$ cat config.mk
export PLATFORM = sky130hd
export DESIGN_NAME = rename_stage_flat
export DESIGN_NICKNAME = d
export VERILOG_FILES = /design/src/rtl/rename_if.sv /design/src/rtl/rename_stage.sv /design/src/flat_wrapper.sv
export SDC_FILE = /design/constraint.sdc
export NUM_CORES = 2
export LEC_CHECK = 0
export ABC_CLOCK_PERIOD_IN_PS = 4380
export CAP_MARGIN = 25
export CELL_PAD_IN_SITES_DETAIL_PLACEMENT = 1
export CELL_PAD_IN_SITES_GLOBAL_PLACEMENT = 1
export CORE_MARGIN = 4
export CORE_UTILIZATION = 43
export CTS_BUF_LIST = sky130_fd_sc_hd__clkbuf_4
export DETAILED_ROUTE_END_ITERATION = 8
export GPL_ROUTABILITY_DRIVEN = 1
export GPL_TIMING_DRIVEN = 1
export PLACE_DENSITY_LB_ADDON = 0.1
export SLEW_MARGIN = 15
export SYNTH_ARGS = -nofsm -noshare
export SYNTH_HDL_FRONTEND = slang
export SYNTH_SLANG_ARGS = --single-unit
$ cat constraint.sdc
create_clock -name clk -period 4.38 [get_ports clk]
set_input_delay 0.438 -clock clk [delete_from_list [all_inputs] [get_ports clk]]
set_output_delay 0.438 -clock clk [all_outputs]
set_load 0.01 [all_outputs]
$ cat src/rtl/rename_if.sv
// rename_if: decode -> rename -> issue_queue bundle, including wake-up and commit-free ports
interface rename_if #(
  parameter int INST_ID_BITS = 6,
  parameter int PRN_BITS     = 6,
  parameter int ARN_BITS     = 5,
  parameter int MAX_OPERANDS = 3,
  parameter int FU_COUNT     = 4
);
  logic                                            in_valid;
  logic                                            in_ready;
  logic [INST_ID_BITS-1:0]                         in_inst_id;
  logic [31:0]                                     in_raw_instr;
  logic [63:0]                                     in_pc;
  logic [MAX_OPERANDS-1:0]                         src_valid;
  logic [MAX_OPERANDS-1:0][ARN_BITS-1:0]           src_arn;
  logic [MAX_OPERANDS-1:0]                         dst_valid;
  logic [MAX_OPERANDS-1:0][ARN_BITS-1:0]           dst_arn;
  logic                                            inst_valid;
  logic                                            queue_ready;
  logic [INST_ID_BITS-1:0]                         inst_id;
  logic [31:0]                                     raw_instr;
  logic [63:0]                                     instr_pc;
  logic [MAX_OPERANDS-1:0]                         prn_input_valid;
  logic [MAX_OPERANDS-1:0]                         prn_input_ready;
  logic [MAX_OPERANDS-1:0][PRN_BITS-1:0]           prn_input;
  logic [MAX_OPERANDS-1:0]                         prn_output_valid;
  logic [MAX_OPERANDS-1:0][PRN_BITS-1:0]           prn_output;
  logic [MAX_OPERANDS-1:0][PRN_BITS-1:0]           old_prn;
  logic [FU_COUNT-1:0][MAX_OPERANDS-1:0]           set_prn_ready;
  logic [FU_COUNT-1:0][MAX_OPERANDS-1:0][PRN_BITS-1:0] set_prn;
  logic [MAX_OPERANDS-1:0]                         free_valid;
  logic [MAX_OPERANDS-1:0][PRN_BITS-1:0]           free_prn;
  modport master (
    output in_valid, in_inst_id, in_raw_instr, in_pc, src_valid, src_arn, dst_valid, dst_arn,
           queue_ready, set_prn_ready, set_prn, free_valid, free_prn,
    input  in_ready, inst_valid, inst_id, raw_instr, instr_pc, prn_input_valid, prn_input_ready,
           prn_input, prn_output_valid, prn_output, old_prn
  );
  modport slave (
    input  in_valid, in_inst_id, in_raw_instr, in_pc, src_valid, src_arn, dst_valid, dst_arn,
           queue_ready, set_prn_ready, set_prn, free_valid, free_prn,
    output in_ready, inst_valid, inst_id, raw_instr, instr_pc, prn_input_valid, prn_input_ready,
           prn_input, prn_output_valid, prn_output, old_prn
  );
endinterface

$ cat src/rtl/rename_stage.sv
// rename_stage: RAT lookup, circular free-list allocation and ready tracking, one instruction per cycle
module rename_stage #(
  parameter int INST_ID_BITS = 6,
  parameter int PRN_BITS     = 6,
  parameter int ARN_BITS     = 5,
  parameter int MAX_OPERANDS = 3,
  parameter int FU_COUNT     = 4,
  parameter int ZERO_ARN     = 31
) (
  input logic   clk,
  input logic   rst,
  rename_if.slave io
);
  localparam int NUM_PRN   = 2**PRN_BITS;
  localparam int ARCH_REGS = 2**ARN_BITS;
  localparam int FL_SIZE   = NUM_PRN - ARCH_REGS;
  localparam int FL_BITS   = $clog2(FL_SIZE);
  localparam int CW        = FL_BITS + 2;
  logic [PRN_BITS-1:0]                   r_rat [ARCH_REGS];
  logic [PRN_BITS-1:0]                   r_fl [FL_SIZE];
  logic [NUM_PRN-1:0]                    r_ready;
  logic [FL_BITS-1:0]                    r_head, r_tail;
  logic [CW-1:0]                         r_count;
  logic                                  r_valid;
  logic [INST_ID_BITS-1:0]               r_id;
  logic [31:0]                           r_raw;
  logic [63:0]                           r_pc;
  logic [MAX_OPERANDS-1:0]               r_in_valid, r_in_ready, r_out_valid;
  logic [MAX_OPERANDS-1:0][PRN_BITS-1:0] r_in_prn, r_out_prn, r_old_prn;
  logic [NUM_PRN-1:0]                    w_set;
  logic [MAX_OPERANDS-1:0]               w_alloc, w_src_rdy, w_held_hit;
  logic [MAX_OPERANDS-1:0][PRN_BITS-1:0] w_src_prn, w_new, w_old;
  logic [MAX_OPERANDS-1:0][FL_BITS-1:0]  w_pop_idx, w_push_idx;
  logic [CW-1:0]                         w_need, w_pushes, w_cnt_next;
  logic                                  w_in_ready, w_acc;
  always_comb begin
    w_set = '0;
    for (int f = 0; f < FU_COUNT; f++)
      for (int o = 0; o < MAX_OPERANDS; o++)
        if (io.set_prn_ready[f][o]) w_set[io.set_prn[f][o]] = 1'b1;
    w_need   = '0;
    w_pushes = '0;
    for (int i = 0; i < MAX_OPERANDS; i++) begin
      w_alloc[i]    = io.dst_valid[i] && io.dst_arn[i] != ARN_BITS'(ZERO_ARN);
      w_pop_idx[i]  = r_head + FL_BITS'(w_need);
      w_push_idx[i] = r_tail + FL_BITS'(w_pushes);
      w_new[i]      = w_alloc[i] ? r_fl[w_pop_idx[i]] : '0;
      w_old[i]      = w_alloc[i] ? r_rat[io.dst_arn[i]] : '0;
      w_src_prn[i]  = io.src_valid[i] ? r_rat[io.src_arn[i]] : '0;
      // Same-cycle wake-up bypass so a broadcast coinciding with lookup is not missed
      w_src_rdy[i]  = io.src_valid[i] && (io.src_arn[i] == ARN_BITS'(ZERO_ARN) ||
                      r_ready[w_src_prn[i]] || w_set[w_src_prn[i]]);
      w_held_hit[i] = r_in_valid[i] && w_set[r_in_prn[i]];
      w_need        = w_need + CW'(w_alloc[i]);
      w_pushes      = w_pushes + CW'(io.free_valid[i]);
    end
    w_in_ready = (!r_valid || io.queue_ready) && r_count >= w_need;
    w_acc      = io.in_valid && w_in_ready;
    w_cnt_next = r_count + w_pushes - (w_acc ? w_need : '0);
  end
  always_ff @(posedge clk or negedge rst) begin
    if (!rst) begin
      for (int a = 0; a < ARCH_REGS; a++) r_rat[a] <= PRN_BITS'(a);
      for (int k = 0; k < FL_SIZE; k++) r_fl[k] <= PRN_BITS'(ARCH_REGS + k);
      r_ready     <= '1;
      r_head      <= '0;
      r_tail      <= '0;
      r_count     <= CW'(FL_SIZE);
      r_valid     <= 1'b0;
      r_id        <= '0;
      r_raw       <= '0;
      r_pc        <= '0;
      r_in_valid  <= '0;
      r_in_ready  <= '0;
      r_in_prn    <= '0;
      r_out_valid <= '0;
      r_out_prn   <= '0;
      r_old_prn   <= '0;
    end else begin
      r_ready    <= r_ready | w_set;
      r_count    <= w_cnt_next;
      r_tail     <= r_tail + FL_BITS'(w_pushes);
      r_in_ready <= r_in_ready | w_held_hit;
      for (int i = 0; i < MAX_OPERANDS; i++)
        if (io.free_valid[i]) r_fl[w_push_idx[i]] <= io.free_prn[i];
      if (w_acc) begin
        r_head <= r_head + FL_BITS'(w_need);
        // Later slots overwrite earlier ones; allocation clears override wake-up sets
        for (int i = 0; i < MAX_OPERANDS; i++)
          if (w_alloc[i]) begin
            r_rat[io.dst_arn[i]] <= w_new[i];
            r_ready[w_new[i]]    <= 1'b0;
          end
        r_valid     <= 1'b1;
        r_id        <= io.in_inst_id;
        r_raw       <= io.in_raw_instr;
        r_pc        <= io.in_pc;
        r_in_valid  <= io.src_valid;
        r_in_ready  <= w_src_rdy;
        r_in_prn    <= w_src_prn;
        r_out_valid <= w_alloc;
        r_out_prn   <= w_new;
        r_old_prn   <= w_old;
      end else if (io.queue_ready) r_valid <= 1'b0;
    end
  end
  assert property (@(posedge clk) disable iff (!rst) w_cnt_next <= CW'(FL_SIZE));
  assign io.in_ready         = w_in_ready;
  assign io.inst_valid       = r_valid;
  assign io.inst_id          = r_id;
  assign io.raw_instr        = r_raw;
  assign io.instr_pc         = r_pc;
  assign io.prn_input_valid  = r_in_valid;
  assign io.prn_input_ready  = r_in_ready | w_held_hit;
  assign io.prn_input        = r_in_prn;
  assign io.prn_output_valid = r_out_valid;
  assign io.prn_output       = r_out_prn;
  assign io.old_prn          = r_old_prn;
endmodule

$ cat src/flat_wrapper.sv
// flat-port wrapper written by rule: the top's interface ports become plain ports
module rename_stage_flat 
#(
  parameter int INST_ID_BITS = 6,
  parameter int PRN_BITS     = 6,
  parameter int ARN_BITS     = 5,
  parameter int MAX_OPERANDS = 3,
  parameter int FU_COUNT     = 4,
  parameter int ZERO_ARN     = 31
)
  (clk, rst, io_in_valid, io_in_inst_id, io_in_raw_instr, io_in_pc, io_src_valid, io_src_arn, io_dst_valid, io_dst_arn, io_queue_ready, io_set_prn_ready, io_set_prn, io_free_valid, io_free_prn, io_in_ready, io_inst_valid, io_inst_id, io_raw_instr, io_instr_pc, io_prn_input_valid, io_prn_input_ready, io_prn_input, io_prn_output_valid, io_prn_output, io_old_prn);
  rename_if #(.INST_ID_BITS(INST_ID_BITS), .PRN_BITS(PRN_BITS), .ARN_BITS(ARN_BITS), .MAX_OPERANDS(MAX_OPERANDS), .FU_COUNT(FU_COUNT)) io_i ();
  input logic clk;
  input logic rst;
  input wire logic [$bits(io_i.in_valid)-1:0] io_in_valid;
  input wire logic [$bits(io_i.in_inst_id)-1:0] io_in_inst_id;
  input wire logic [$bits(io_i.in_raw_instr)-1:0] io_in_raw_instr;
  input wire logic [$bits(io_i.in_pc)-1:0] io_in_pc;
  input wire logic [$bits(io_i.src_valid)-1:0] io_src_valid;
  input wire logic [$bits(io_i.src_arn)-1:0] io_src_arn;
  input wire logic [$bits(io_i.dst_valid)-1:0] io_dst_valid;
  input wire logic [$bits(io_i.dst_arn)-1:0] io_dst_arn;
  input wire logic [$bits(io_i.queue_ready)-1:0] io_queue_ready;
  input wire logic [$bits(io_i.set_prn_ready)-1:0] io_set_prn_ready;
  input wire logic [$bits(io_i.set_prn)-1:0] io_set_prn;
  input wire logic [$bits(io_i.free_valid)-1:0] io_free_valid;
  input wire logic [$bits(io_i.free_prn)-1:0] io_free_prn;
  output wire logic [$bits(io_i.in_ready)-1:0] io_in_ready;
  output wire logic [$bits(io_i.inst_valid)-1:0] io_inst_valid;
  output wire logic [$bits(io_i.inst_id)-1:0] io_inst_id;
  output wire logic [$bits(io_i.raw_instr)-1:0] io_raw_instr;
  output wire logic [$bits(io_i.instr_pc)-1:0] io_instr_pc;
  output wire logic [$bits(io_i.prn_input_valid)-1:0] io_prn_input_valid;
  output wire logic [$bits(io_i.prn_input_ready)-1:0] io_prn_input_ready;
  output wire logic [$bits(io_i.prn_input)-1:0] io_prn_input;
  output wire logic [$bits(io_i.prn_output_valid)-1:0] io_prn_output_valid;
  output wire logic [$bits(io_i.prn_output)-1:0] io_prn_output;
  output wire logic [$bits(io_i.old_prn)-1:0] io_old_prn;
  assign io_i.in_valid = io_in_valid;
  assign io_i.in_inst_id = io_in_inst_id;
  assign io_i.in_raw_instr = io_in_raw_instr;
  assign io_i.in_pc = io_in_pc;
  assign io_i.src_valid = io_src_valid;
  assign io_i.src_arn = io_src_arn;
  assign io_i.dst_valid = io_dst_valid;
  assign io_i.dst_arn = io_dst_arn;
  assign io_i.queue_ready = io_queue_ready;
  assign io_i.set_prn_ready = io_set_prn_ready;
  assign io_i.set_prn = io_set_prn;
  assign io_i.free_valid = io_free_valid;
  assign io_i.free_prn = io_free_prn;
  assign io_in_ready = io_i.in_ready;
  assign io_inst_valid = io_i.inst_valid;
  assign io_inst_id = io_i.inst_id;
  assign io_raw_instr = io_i.raw_instr;
  assign io_instr_pc = io_i.instr_pc;
  assign io_prn_input_valid = io_i.prn_input_valid;
  assign io_prn_input_ready = io_i.prn_input_ready;
  assign io_prn_input = io_i.prn_input;
  assign io_prn_output_valid = io_i.prn_output_valid;
  assign io_prn_output = io_i.prn_output;
  assign io_old_prn = io_i.old_prn;
  rename_stage #(.INST_ID_BITS(INST_ID_BITS), .PRN_BITS(PRN_BITS), .ARN_BITS(ARN_BITS), .MAX_OPERANDS(MAX_OPERANDS), .FU_COUNT(FU_COUNT), .ZERO_ARN(ZERO_ARN)) u_core (.clk(clk), .rst(rst), .io(io_i));
endmodule
# Word level (Yosys, flattened, before mapping)
# Index checks and enable logic that the tools add are counted.
# Widths: inputs -> output; s select.
[classes]
add_sub_neg = 12
mul = 0
div = 0
n_lt_le_gt_ge = 55
n_eq_ne = 6
n_shift = 0
mux = 132
bitwise = 31
reduce_logical = 41
[ops]
columns = ["op", "n"]
rows = [
  ["$mux 192", 8],
  ["$bwmux 192", 6],
  ["$mux 64", 18],
  ["$or 64x64->64", 12],
  ["$bmux 6 s5", 9],
  ["$mux 6", 33],
  ["$and 64x64->64", 3],
  ["$not 64->64", 3],
  ["$demux 6 s5", 6],
  ["$lt 6x7->1 const B", 21],
  ["$demux 1 s6", 15],
  ["$ge 6x1->1 const B", 15],
  ["$ge 6x6->1 const B", 12],
  ["$not 5->6", 12],
  ["$bmux 1 s6", 9],
  ["$lt 6x1->1 const B", 6],
  ["$logic_and 1x1->1", 32],
  ["$mux 1", 26],
  ["$add 5x5->5", 4],
  ["$eq 5x5->1 const B", 3],
  ["$ne 5x5->1 const B", 3],
  ["$add 7x1->7", 2],
  ["$add 5x1->5", 2],
  ["$add 7x7->7", 1],
  ["other kinds (9)", 16],
]
[totals]
ff_bits = 631
latch_bits = 0
ram_bits = 0
romBits = 0
mem_count = 0

# Longest topological paths before layout
[depth]
word_depth = 37
depth_mapped = 29

# Worst setup path after synthesis
# Ideal clock, no wire load.
[synth_path]
path_type = "input to register"
start = "input port io_dst_arn[10]"
end = "register u_core.r_count[6]"
setup_time_ns = 0.079
arrival_time_ns = 5.908
required_time_ns = 4.301
setup_slack_ns = -1.608
path_stages = 28
cell_sequence = "clkbuf_1 nand2_1 o21ai_1 clkinv_1 fa_1 inv_1 ha_1 nor2b_1 o21a_1 o21ai_0 a21boi_0 o21a_1 nand2_1 clkbuf_1 clkbuf_1 clkbuf_1 clkbuf_1 nor2_1 fa_1 inv_1 ha_1 nor2b_1 o21ai_0 nand2b_1 a21oi_1 nor2_1 nor2_1 xor2_1"
[synth_via]
elab_chain_cells = 8
[synth_rtl]
columns = ["item", "line", "text"]
rows = [
  ["start: declaration", "flat_wrapper.sv:22", "input wire logic [$bits(io_i.dst_arn)-1:0] io_dst_arn;"],
  ["$ne 5x5->1", "rename_stage.sv:44", "w_alloc[i] = io.dst_valid[i] && io.dst_arn[i] != ARN_BITS'(ZERO_ARN);"],
  ["$logic_and 1x1->1", "rename_stage.sv:44", ""],
  ["net u_core.w_alloc[2]", "rename_stage.sv:31", "logic [MAX_OPERANDS-1:0] w_alloc, w_src_rdy, w_held_hit;"],
  ["$add 7x1->7", "rename_stage.sv:54", "w_need = w_need + CW'(w_alloc[i]);"],
  ["$ge 7x7->1", "rename_stage.sv:57", "w_in_ready = (!r_valid || io.queue_ready) && r_count >= w_need;"],
  ["$logic_and 1x1->1", "rename_stage.sv:57", ""],
  ["net io_in_ready", "flat_wrapper.sv:28", "output wire logic [$bits(io_i.in_ready)-1:0] io_in_ready;"],
  ["$logic_and 1x1->1", "rename_stage.sv:58", "w_acc = io.in_valid && w_in_ready;"],
  ["$mux 7", "rename_stage.sv:59", "w_cnt_next = r_count + w_pushes - (w_acc ? w_need : '0);"],
  ["$sub 7x7->7", "rename_stage.sv:59", ""],
  ["net u_core.w_cnt_next[6]", "rename_stage.sv:34", "logic [CW-1:0] w_need, w_pushes, w_cnt_next;"],
  ["end signal: assignment", "rename_stage.sv:68", "r_count <= CW'(FL_SIZE);"],
  ["end signal: assignment", "rename_stage.sv:81", "r_count <= w_cnt_next;"],
  ["end: declaration", "rename_stage.sv:23", "logic [CW-1:0] r_count;"],
]
# The timed path passes the listed nets, and every way through them passes these cells.
# A chain may end at the register's enable or synchronous reset.

# Final worst setup path
[layout_path]
start = "input port io_dst_arn[4]"
end = "register u_core.r_ready[21]"
[layout_via]
elab_chain_cells = 19
elab_cells_between_ends = 47
[layout_rtl]
columns = ["item", "line", "text"]
rows = [
  ["$ne 5x5->1 (*)", "rename_stage.sv:44", ""],
  ["$logic_and 1x1->1 (*)", "rename_stage.sv:44", ""],
  ["net u_core.w_alloc[0]", "rename_stage.sv:31", ""],
  ["$add 5x1->5", "rename_stage.sv:45", "w_pop_idx[i] = r_head + FL_BITS'(w_need);"],
  ["$not 5->6 (implied by the code)", "rename_stage.sv:47", "w_new[i] = w_alloc[i] ? r_fl[w_pop_idx[i]] : '0;"],
  ["$bmux 6 s5", "rename_stage.sv:47", ""],
  ["$mux 6 (implied by the code) (2 in a row)", "rename_stage.sv:47", ""],
  ["$mux 6", "rename_stage.sv:47", ""],
  ["(+3 left out)", "--", ""],
  ["$demux 1 s6", "--", ""],
  ["$not 64->64 (no source line)", "--", ""],
  ["$and 64x64->64 (no source line)", "--", ""],
  ["$mux 64", "rename_stage.sv:90", "if (w_alloc[i]) begin"],
  ["$mux 64", "rename_stage.sv:86", "if (w_acc) begin"],
  ["$and 64x64->64 (no source line)", "--", ""],
  ["$mux 64", "rename_stage.sv:90", ""],
  ["$mux 64 (*)", "rename_stage.sv:86", ""],
  ["end signal: assignment", "rename_stage.sv:80", "r_ready <= r_ready | w_set;"],
  ["end: declaration", "rename_stage.sv:21", "logic [NUM_PRN-1:0] r_ready;"],
]
# The timed path passes the listed nets; every way through them passes the cells marked *. The select of a mux whose other input is x is not followed.

==> impl_results.rst <==
.. list-table::
   :header-rows: 1

   * - Metric
     - Value
   * - Fraction of power consumed by the clock network
     - 11.6%
   * - Most common cell in the synthesized netlist
     - sky130_fd_sc_hd__nand2_1
   * - Worst rel slew slack
     - 21.6%
   * - Share of the synthesized area in the top cell type
     - 20.2%
   * - Gate Count Post-Synth
     - 6835
   * - Aggregate negative setup slack
     - -0.0277 ns
   * - Total power
     - 56500 µW
   * - Net count after synthesis
     - 7126
   * - Post-route fraction of the period consumed by the critical path
     - 101%
   * - Maximum vdd drop
     - 1.47 mV
   * - Remaining global-route overflow
     - 0
   * - Critical path capture point type
     - flop
   * - Synthesis-to-finish area growth
     - 30.5%
   * - Simple-gate portion of the synthesized area
     - 20.1%
   * - Clock root buffer
     - sky130_fd_sc_hd__clkbuf_4
   * - Fraction of synthesized cell area in xor and xnor cells
     - 0.296%
   * - RSZ-0062 raised after global routing
     - true
   * - Share of synthesized area occupied by flip-flops and latches
     - 27.3%
   * - Internal Pwr Total
     - 26300 µW
   * - Kind of critical path
     - in -> reg
   * - Detail Route Antenna Nets
     - 0
   * - Final setup margin
     - -0.0263 ns
   * - Final worst hold slack
     - 0.0916 ns
   * - Number of vias per cell after detailed routing
     - 7.23
   * - Share of flip-flops with an asynchronous set or reset after synthesis
     - 100%
   * - Longest Clk Path Bufs
     - 3
   * - Combinational family with the most area after synthesis
     - multiplexers
   * - Result of the run
     - complete, but fails checks
   * - Destination of the worst register-to-register timing path
     - u_core.r_ready[21]$_DFF_PN1_
   * - Cell area after synthesis
     - 59100 µm²
   * - Period minus WS final
     - 4.41 ns
   * - Depth of the worst register-to-register path
     - 12
   * - Cell types with the largest area share after synthesis
     - sky130_fd_sc_hd__mux4_2 (20%), sky130_fd_sc_hd__dfrtp_1 (16%), sky130_fd_sc_hd__dfstp_2 (11%)
   * - Number of global-route vias before repair
     - 72901
   * - DR iter-0 viols
     - 10689
   * - Hold crit path type
     - in -> reg
   * - Ratio of cells with drive above 1 in the final layout
     - 32.2%
   * - Number of cell rows
     - 135
   * - Top FF cell, synth
     - sky130_fd_sc_hd__dfrtp_1
   * - Most used standard cells in the synthesized netlist
     - sky130_fd_sc_hd__nand2_1 (1016), sky130_fd_sc_hd__nor2_1 (884), sky130_fd_sc_hd__mux4_2 (531)
   * - Required time worst endpoint
     - 5.47 ns
   * - Wire length of the first global-routing pass
     - 519000 µm
   * - First-pass detailed-route iteration total
     - 9
   * - Leakage component of the power
     - 0.0309 µW
   * - Clk pin slew, worst setup/hold paths
     - 0.08 ns
   * - Area occupied by registers
     - 16100 µm²
   * - H-tree levels
     - 4
   * - Timing-limited maximum frequency
     - 227 MHz
   * - Largest net degree at the start of global routing
     - 277
   * - Average footprint of a synthesized cell
     - 8.65 µm²
   * - Tightest Pin Transition
     - 1.18 ns
   * - Layout fillers
     - 15608
   * - Boundary pin count
     - 414
   * - Total clock buffers created by CTS
     - 192
   * - Residual DRC
     - 21
   * - Power spent charging and discharging nets
     - 30200 µW
   * - FF-to-FF setup slack
     - 0.12 ns
   * - Initial cell density of the core
     - 43.5%
   * - Buffers on Ports
     - 413
   * - Last weighted congestion value of the routability-driven placer
     - 1.07
   * - Switching part of the total
     - 53.4%
   * - Critical path arrival
     - 5.50 ns
   * - Avg WL per Cell
     - 37.0 µm
   * - Final hold violations
     - 0
   * - Count of warnings emitted by yosys
     - 0
   * - Maximum Capacitance Violations
     - 0
   * - Total of flip-flops plus latches after synthesis
     - 631
   * - Portion of total power attributed to combinational logic
     - 63.7%
   * - Post-synth EDFFs
     - 0
   * - Sequential fraction of design power
     - 24.7%
   * - CP endpoint
     - u_core.r_ready[21]$_DFF_PN1_
   * - Vertical extent of the die
     - 379 µm
   * - Final HPWL from detailed placement
     - 259000 µm
   * - Multi-input combinational cell area
     - 40300 µm²
   * - Kind of start point of the critical path
     - input port
   * - Proportion of synthesized area in mux cells
     - 26.4%
   * - Count of cell types in the netlist
     - 96
   * - Compound-Gate Fraction of Synth Area
     - 19.3%
   * - Violated checks
     - design-rule violations, negative setup slack
   * - Die area
     - 143000 µm²
   * - Core region area
     - 136000 µm²
   * - Final layout net count
     - 8318
   * - Critical path fanouts, max
     - 22
   * - Final setup viols
     - 2
   * - CTS sink count
     - 631
   * - Overall global routing resource usage
     - 49.5%
   * - Placed standard-cell area
     - 72400 µm²
   * - Routed wire length
     - 369000 µm
   * - CTS tree
     - done
   * - R2R Path Start
     - u_core.r_head[0]$_DFFE_PN0P_
   * - Cell area after layout
     - 77100 µm²
   * - Clk Latency, worst-skew pair
     - 1.29 ns
   * - Startpoint of the most critical setup path
     - io_dst_arn[4]
   * - Total number of vias
     - 72240
   * - Slew Viols, Final
     - 0
   * - Initial antenna violation count
     - 19
   * - Power density of the placed cells
     - 732 nW/µm²
   * - Adder-cell share of the synthesized area
     - 1.05%
   * - Post-synthesis cell type with the largest combined area
     - sky130_fd_sc_hd__mux4_2
   * - Horizontal die dimension
     - 379 µm
   * - Clock tree skew after final layout
     - 0.162 ns
==> how the worst min path moves through the flow <==
stage / cells past startpoint / to / start / slack (ns)
6_report: 4 / u_core.r_fl[137]$_DFF_PN1_ / io_free_prn[17] / 0.09
5_1_grt: 4 / u_core.r_fl[137]$_DFF_PN1_ / io_free_prn[17] / 0.08
4_1_cts: 4 / u_core.r_fl[137]$_DFF_PN1_ / io_free_prn[17] / 0.003
3_5_place_dp: 0 / u_core.r_rat[4]$_DFFE_PN1P_ / u_core.r_rat[4]$_DFFE_PN1P_ / 0.39
3_3_place_gp: 0 / u_core.r_rat[4]$_DFFE_PN1P_ / u_core.r_rat[4]$_DFFE_PN1P_ / 0.39
2_1_floorplan: 0 / u_core.io.inst_id[0]$_DFFE_PN0P_ / rst / 0.14
==> critical path: stages <==
cell                              delay [ns]
sky130_fd_sc_hd__clkdlybuf4s50_1        0.51
sky130_fd_sc_hd__nand3_2                0.19
sky130_fd_sc_hd__buf_4                  0.21
sky130_fd_sc_hd__o21ai_2                0.16
sky130_fd_sc_hd__inv_2                  0.11
sky130_fd_sc_hd__ha_4                   0.26
sky130_fd_sc_hd__ha_4                   0.16
sky130_fd_sc_hd__fa_2                   0.66
sky130_fd_sc_hd__buf_12                 0.22
sky130_fd_sc_hd__mux4_2                 0.41
sky130_fd_sc_hd__mux4_2                 0.56
sky130_fd_sc_hd__mux2_4                 0.36
sky130_fd_sc_hd__nand2_2                0.15
sky130_fd_sc_hd__nor2_1                 0.08
sky130_fd_sc_hd__buf_4                  0.18
sky130_fd_sc_hd__a222oi_1               0.56
sky130_fd_sc_hd__nor2_1                 0.10
sky130_fd_sc_hd__nor2_1                 0.11
==> layout by cell type, fill, tap and decap left out, drive strengths merged, types with 26 or more instances in the layout <==
cell	instances
a222oi	54
a22oi	62
a21oi	492
o21ai	532
nor4	40
mux2	124
nand2b	39
dfstp	257
dlygate4sd2	26
nand2	1019
ha	35
nand4b	45
clkdlybuf4s50	337
nor2b	37
nand3	186
inv	73
nor2	884
buf	1216
a21o	30
nor3	49
mux2i	220
a211oi	201
dlygate4sd3	114
clkbuf	286
o22ai	357
nand3b	54
mux4	532
clkinv	68
dlymetal6s2s	29
dfrtp	374
nand4	34
or3b	49
==> layer usage <==
metal / routed length, µm / global-route usage, %
met2: 153000 / 71.9
met1: 131000 / 61.4
met4: 29400 / 29.1
met5: 284 / 0.858
met3: 55700 / 20.6
==> metrics by stage <==
stage | instances | utilization, % | worst slack (ns)
2_1_floorplan | 6835 | - | -0.263
3_3_place_gp | 9448 | 53.2 | -1.09
3_5_place_dp | 9448 | 53.2 | -1.17
4_1_cts | 9952 | 56.3 | 0.00838
5_1_grt | 9981 | 56.7 | -0.0344
6_report | 9987 | 56.7 | -0.0263
==> registers in the layout (all words and copies together) (netlist names), 7 cells and up <==
name	flops
u_core.r_count	7
u_core.io.prn_input	18
u_core.r_rat	192
u_core.r_ready	64
u_core.io.instr_pc	64
u_core.io.prn_output	18
u_core.r_fl	192
u_core.io.raw_instr	32
u_core.io.old_prn	18
==> cell type report <==
type / count / area share (%)
clock inverters: 74 / 0.592
inverters: 70 / 0.352
flip-flops and latches: 631 / 20.9
well taps: 1781 / 2.89
clock buffers: 285 / 2.77
diodes: 14 / 0.0454
multi-input cells: 5408 / 52.2
repair buffers: 1724 / 20.2
==> cell families (layout without fill, tap and decap cells) <==
kind of cell,Yosys count,after routing
buffers and inverters,796,2153
DFF,631,631
adders and majority gates,44,44
xor gates and xnor gates,20,20
AOI/OAI and AO/OA,1875,1875
other,0,14
muxes,876,876
and+or+nand+nor,2593,2593
==> power by group through the flow <==
stage | registers, µW | clock network, µW | logic, µW
floorplan | 11200 | 0 | 18400
CTS | 13200 | 6430 | 33500
finish | 13900 | 6560 | 36000
detailed placement | 13300 | 0 | 33200
global placement | 12900 | 0 | 32000
global route | 13800 | 6900 | 36800
==> what timing repair did <==
action | in CTS | in global routing
setup endpoints to repair | 3 | 48
gates resized for setup | 83 | 87
hold buffers | 115 | 0
gates cloned | 0 | 1
pin swaps | 13 | 41
buffers inserted | 30 | 17
hold endpoints to repair | 592 | 0
(Power assumes the default switching activity.)
